$ cat config.mk
export PLATFORM = sky130hd
export DESIGN_NAME = bus_read_arbiter
export DESIGN_NICKNAME = d
export VERILOG_FILES = /design/src/rtl/bus_read_arbiter.sv
export SDC_FILE = /design/constraint.sdc
export NUM_CORES = 1
export LEC_CHECK = 0
export CAP_MARGIN = 25
export CORE_MARGIN = 4
export CORE_UTILIZATION = 54
export CTS_BUF_LIST = sky130_fd_sc_hd__clkbuf_8 sky130_fd_sc_hd__clkbuf_16
export DETAILED_ROUTE_END_ITERATION = 10
export PLACE_DENSITY_LB_ADDON = 0.1
export SETUP_SLACK_MARGIN = 0.1
export SYNTH_ARGS = -nofsm -noshare
export SYNTH_HDL_FRONTEND = slang
export SYNTH_SLANG_ARGS = --single-unit
$ cat constraint.sdc
create_clock -name clk -period 2.8 [get_ports clk]
set_input_delay 0.42 -clock clk [delete_from_list [all_inputs] [get_ports clk]]
set_output_delay 0.42 -clock clk [all_outputs]
set_load 0.02 [all_outputs]
$ cat src/rtl/bus_read_arbiter.sv
// bus_read_arbiter
//   Receiving end of the shared 16-bit tri-state data bus. Grants one bus
//   driver at a time (round-robin), holds its drive enable for a DRIVE and a
//   CAPTURE cycle, samples the bus at the end of CAPTURE, then keeps every
//   enable low for TURN cycles before the next grant. Captured words are
//   queued with their source ID for a downstream consumer.
//
// Ports
//   clk        in   rising-edge clock
//   rst_n      in   asynchronous active-low reset
//   req        in   [N_SRC]  per-source request, held until that source's ack
//   drv_en     out  [N_SRC]  registered tri-state enable, one-hot or zero
//   bus        in   [16]     resolved bus value
//   ack        out  [N_SRC]  one-cycle pulse during the capture cycle
//   out_data   out  [16]     FIFO head data (0 while empty)
//   out_src    out  [SW]     FIFO head source ID (0 while empty)
//   out_valid  out           FIFO non-empty
//   out_ready  in            consumer accepts the head
//   fifo_count out  [CW]     FIFO occupancy
//   busy       out           FSM not in IDLE
//
// Output handshake: a word transfers on every rising edge where out_valid and
// out_ready are both high. out_valid never depends on out_ready, and the head
// (out_data/out_src) holds steady while out_valid is high and out_ready low.
module bus_read_arbiter #(
  parameter int N_SRC      = 4,
  parameter int FIFO_DEPTH = 4,
  parameter int TURN       = 1,
  parameter int SW         = $clog2(N_SRC),
  parameter int CW         = $clog2(FIFO_DEPTH) + 1
) (
  input  logic              clk,
  input  logic              rst_n,
  input  logic [N_SRC-1:0]  req,
  output logic [N_SRC-1:0]  drv_en,
  input  logic [15:0]       bus,
  output logic [N_SRC-1:0]  ack,
  output logic [15:0]       out_data,
  output logic [SW-1:0]     out_src,
  output logic              out_valid,
  input  logic              out_ready,
  output logic [CW-1:0]     fifo_count,
  output logic              busy
);

  localparam int PW = $clog2(FIFO_DEPTH);
  localparam int TCW = (TURN > 1) ? $clog2(TURN) : 1;
  localparam logic [CW-1:0] DEPTH_C = CW'(FIFO_DEPTH);
  localparam logic [N_SRC-1:0] ONE_C = {{(N_SRC-1){1'b0}}, 1'b1};

  typedef enum logic [1:0] {
    ST_IDLE,
    ST_DRIVE,
    ST_CAPTURE,
    ST_TURN
  } state_t;

  state_t state, state_next;

  logic [SW-1:0]  last_grant;   // also the current grant while a transfer runs
  logic [SW-1:0]  win;
  logic [SW-1:0]  cand;
  logic           found;
  logic           do_grant;
  logic           push;
  logic           pop;
  logic [TCW-1:0] turn_cnt;

  logic [15:0]    mem_data [FIFO_DEPTH];
  logic [SW-1:0]  mem_src  [FIFO_DEPTH];
  logic [PW-1:0]  wr_ptr;
  logic [PW-1:0]  rd_ptr;

  // Round-robin pick: scan from the source after the last grant, wrapping.
  always_comb begin
    win   = last_grant;
    cand  = last_grant;
    found = 1'b0;
    for (int i = 1; i <= N_SRC; i++) begin
      cand = SW'((int'(last_grant) + i) % N_SRC);
      if (!found && req[cand]) begin
        found = 1'b1;
        win   = cand;
      end
    end
  end

  // FSM state register
  always_ff @(posedge clk or negedge rst_n) begin
    if (!rst_n) state <= ST_IDLE;
    else        state <= state_next;
  end

  // FSM next state and outputs
  always_comb begin
    state_next = state;
    do_grant   = 1'b0;
    ack        = '0;
    push       = 1'b0;
    case (state)
      ST_IDLE: begin
        // Only one transfer is ever in flight, so checking room here is enough.
        if (found && (fifo_count != DEPTH_C)) begin
          do_grant   = 1'b1;
          state_next = ST_DRIVE;
        end
      end
      ST_DRIVE:   state_next = ST_CAPTURE;
      ST_CAPTURE: begin
        ack        = ONE_C << last_grant;
        push       = 1'b1;
        state_next = ST_TURN;
      end
      ST_TURN: begin
        if (turn_cnt == TCW'(TURN - 1)) state_next = ST_IDLE;
      end
      default: state_next = ST_IDLE;
    endcase
  end

  assign busy = (state != ST_IDLE);

  // Grant, drive enables and turnaround counter. drv_en is raised on the
  // grant edge and dropped on the capture edge, so it covers DRIVE+CAPTURE.
  always_ff @(posedge clk or negedge rst_n) begin
    if (!rst_n) begin
      last_grant <= SW'(N_SRC - 1);
      drv_en     <= '0;
      turn_cnt   <= '0;
    end else begin
      if (do_grant) begin
        last_grant <= win;
        drv_en     <= ONE_C << win;
      end else if (state == ST_CAPTURE) begin
        drv_en <= '0;
      end
      if (state == ST_TURN) turn_cnt <= turn_cnt + TCW'(1);
      else                  turn_cnt <= '0;
    end
  end

  // Capture FIFO
  assign out_valid = (fifo_count != '0);
  assign pop       = out_valid & out_ready;

  always_ff @(posedge clk) begin
    if (push) begin
      mem_data[wr_ptr] <= bus;
      mem_src[wr_ptr]  <= last_grant;
    end
  end

  always_ff @(posedge clk or negedge rst_n) begin
    if (!rst_n) begin
      wr_ptr     <= '0;
      rd_ptr     <= '0;
      fifo_count <= '0;
    end else begin
      if (push) wr_ptr <= wr_ptr + PW'(1);
      if (pop)  rd_ptr <= rd_ptr + PW'(1);
      case ({push, pop})
        2'b10:   fifo_count <= fifo_count + CW'(1);
        2'b01:   fifo_count <= fifo_count - CW'(1);
        default: fifo_count <= fifo_count;
      endcase
    end
  end

  // Memory is not reset; mask the head so outputs read zero while empty.
  assign out_data = out_valid ? mem_data[rd_ptr] : '0;
  assign out_src  = out_valid ? mem_src[rd_ptr]  : '0;

endmodule
==> metrics <==
Crit. End Element=output port; Synth-to-Final Area Change=22.9%; share of the synthesized area in the top cell type=56.7%; worst slack, placed=0.441 ns; Top FF cell, synth=edfxtp_1; largest cells by area after synthesis=edfxtp_1, mux4_2, dfrtp_1; DRT Pass-1 Iters=4; crit-path max FO=15; worst hold path type=reg -> reg; CTS Sinks=about 90; H-tree depth=3; Final Max Tran Viols=0; layout cells sized above 1=17.9%; first-pass GRT wire length=about 11000 µm; Tightest Pin Transition=a little over 0.7 ns; GRT overflow=0; DR vias/cell=5.18; Power Total=0.00521 W; Hold-fix buffers, CTS=0; GP Congestion=between 0.8 and 0.9; Mapped Nets=257; cell taking the most area after synthesis=edfxtp_1; status=completed; Net Switching=around 0.0018 W; final wirelength=6320 µm; I/O Buffers=53; CTS Buf Count=9; Syn Inst Count=220; number of global-route vias before repair=2087; Worst EP required=2.38 ns; YS warnings=0; Setup CP Type=reg -> out; Flop pwr share=36.7%; Core ar.=6830 µm²; GRT Util Overall=16.6%; Post-Syn Area=3810 µm²; Final Util=68.6%; Post-DP HPWL=about 4300 µm; Root Buffer=clkbuf_8; Comb pwr share=48.5%; IO Count=54; Hold Vio Cnt, Final=0; minimum clock period=2.58 ns; Worst-path clk slew=around 0.09 ns; antenna cells=0; placed cell count=370; setup TNS=0 ns; final period utilization=92.2%; final worst slack=0.218 ns; post-synthesis average cell area=between 15 and 20 µm²; antenna violations before repair=0; FILL cells=487; largest net degree at the start of global routing=21; sequential-to-total area share from yosys stat=67.3%; Net Sw Frac=35.4%; startpoint types=register; Int Pwr=0.00337 W; largest buffer count on any clock path=2; IR drop worst, VDD=0.000518 V; number of cells in the finished layout apart from fillers=386; via count=1999; RSZ-0062 raised after global routing=no; Yosys cell types=34; fin nets=322; initial drt markers=108; arrival time at the worst endpoint=around 2.2 ns; PostCTS Resize Cnt=0; setup violators final=0; number of synthesized flops with an enable pin=72; Starting Density=55.8%; DIE AREA=between 8000 and 9000 µm²; synthesized flop and latch total=88; Remaining DRCs=0; Die Wd=92.0 µm; asr flop ratio synth=18.2%; Fmax=387 MHz; Post-Route Skew=slightly above 0.008 ns; top-count cell post-synth=edfxtp_1; postcts setup bufs=0; TritonCTS clock tree=yes; pwr dens=1110 nW/µm²; top post-synthesis cells by count=edfxtp_1, and2_1, mux4_2, dfrtp_1, ha_1; clock group share of total power=14.8%; Die H=92.0 µm; # rows=30; Leakage=1.70 nW; Antenna Nets Post-Route=0; clock latency on the worst-skew pair=0.35 ns; Max Cap Viol=0; WL per Instance=between 15 and 20 µm; Rel. slew slack=52.1%
## final cells by class
class	count	area [µm²]	share of cell area (%)
Multi-Input combinational cell	112	1170	24.9
Timing Repair Buffer	62	611	13.0
Sequential cell	88	2560	54.7
Tap cell	96	120	2.56
Inverter	12	45.0	0.961
Clock inverter	7	55.1	1.17
Clock buffer	9	124	2.64
## state kept, by name, summed over array words and instances, names as in the netlist
register    flops
drv_en          4
fifo_count      3
last_grant      2
mem_data       64
mem_src         8
rd_ptr          2
state           2
turn_cnt        1
wr_ptr          2
## routing by layer
metal | track usage [%] | up-vias | wire length, µm
met4 | 6.68 | 0 | 85
li1 | - | 959 | -
met2 | 26.8 | 47 | 3230
met1 | 21.6 | 984 | 2720
met5 | 0 | - | 0
met3 | 4.27 | 9 | 286
## worst max-delay path, cell delays in order, from the launching register on
cell             delay, ns
dfrtp_1               0.40
buf_12                0.19
mux4_2                0.53
and2_1                0.17
clkdlybuf4s50_1       0.53
## metrics by stage
step | instance area (µm²) | hold slack [ns]
6_report | 4690 | 0.441
5_1_grt | 4690 | 0.462
4_1_cts | 4680 | 0.442
3_5_place_dp | 4500 | 0.421
3_3_place_gp | 4500 | 0.419
2_1_floorplan | 3810 | 0.124
## cell families after synthesis
logic type               after synthesis  share of synthesized area (%)
buffers and inverters                 20                           2.26
multiplexers                          25                           13.3
AND/OR/NAND/NOR                       48                           7.15
XOR/XNOR                               9                           2.07
flip-flops                            88                           67.3
AO/OA/AOI/OAI                         16                           3.18
adder cells (fa/ha/maj)               14                           4.79
## power groups by stage
stage | clock network (W) | registers (W) | logic, W
4_1_cts | 0.000795 | 0.00191 | 0.00256
3_5_place_dp | 0 | 0.00194 | 0.00254
5_1_grt | 0.000874 | 0.00194 | 0.00274
6_report | 0.000772 | 0.00191 | 0.00253
2_1_floorplan | 0 | 0.00194 | 0.00161
3_3_place_gp | 0 | 0.00193 | 0.00252
## worst paths after layout
check	depth (start not counted)	slack (ns)	from	endpoint
max	4	0.22	rd_ptr[0]	out_data[1]
min	1	0.44	turn_cnt	turn_cnt
max reg2reg	6	0.51	last_grant[1]	drv_en[1]
min reg2reg	1	0.44	turn_cnt	turn_cnt
max in group asynchronous	1	1.85	rst_n	turn_cnt
min in group asynchronous	1	0.50	rst_n	drv_en[0]
## placed cells by master (no fill, tap or decap)
master,Yosys,routed
dfrtp_1,14,14
o2bb2a_4,1,1
xor2_1,4,4
mux4_1,1,1
xnor2_1,5,5
o21ai_0,7,7
clkinv_4,0,3
buf_12,0,1
a41o_2,2,2
mux4_2,19,19
a21o_2,1,1
o22a_1,1,1
nand2_1,7,7
ha_1,13,13
o31ai_1,2,2
mux2i_1,3,3
nor3_1,1,1
and3_1,2,2
a31oi_1,1,1
nor2b_1,1,1
nor2_1,2,2
a21oi_1,1,1
mux2_2,2,2
and2_1,27,27
clkbuf_8,0,9
nor4_1,1,1
fa_1,1,1
or3_4,0,1
nand2b_1,1,1
dfstp_2,2,2
inv_1,12,13
edfxtp_1,72,72
buf_4,0,8
clkinvlp_4,0,1
nand3_1,4,4
nand3b_1,1,1
clkdlybuf4s50_1,0,53
inv_6,0,2
Power figures use the tool's default switching activity.
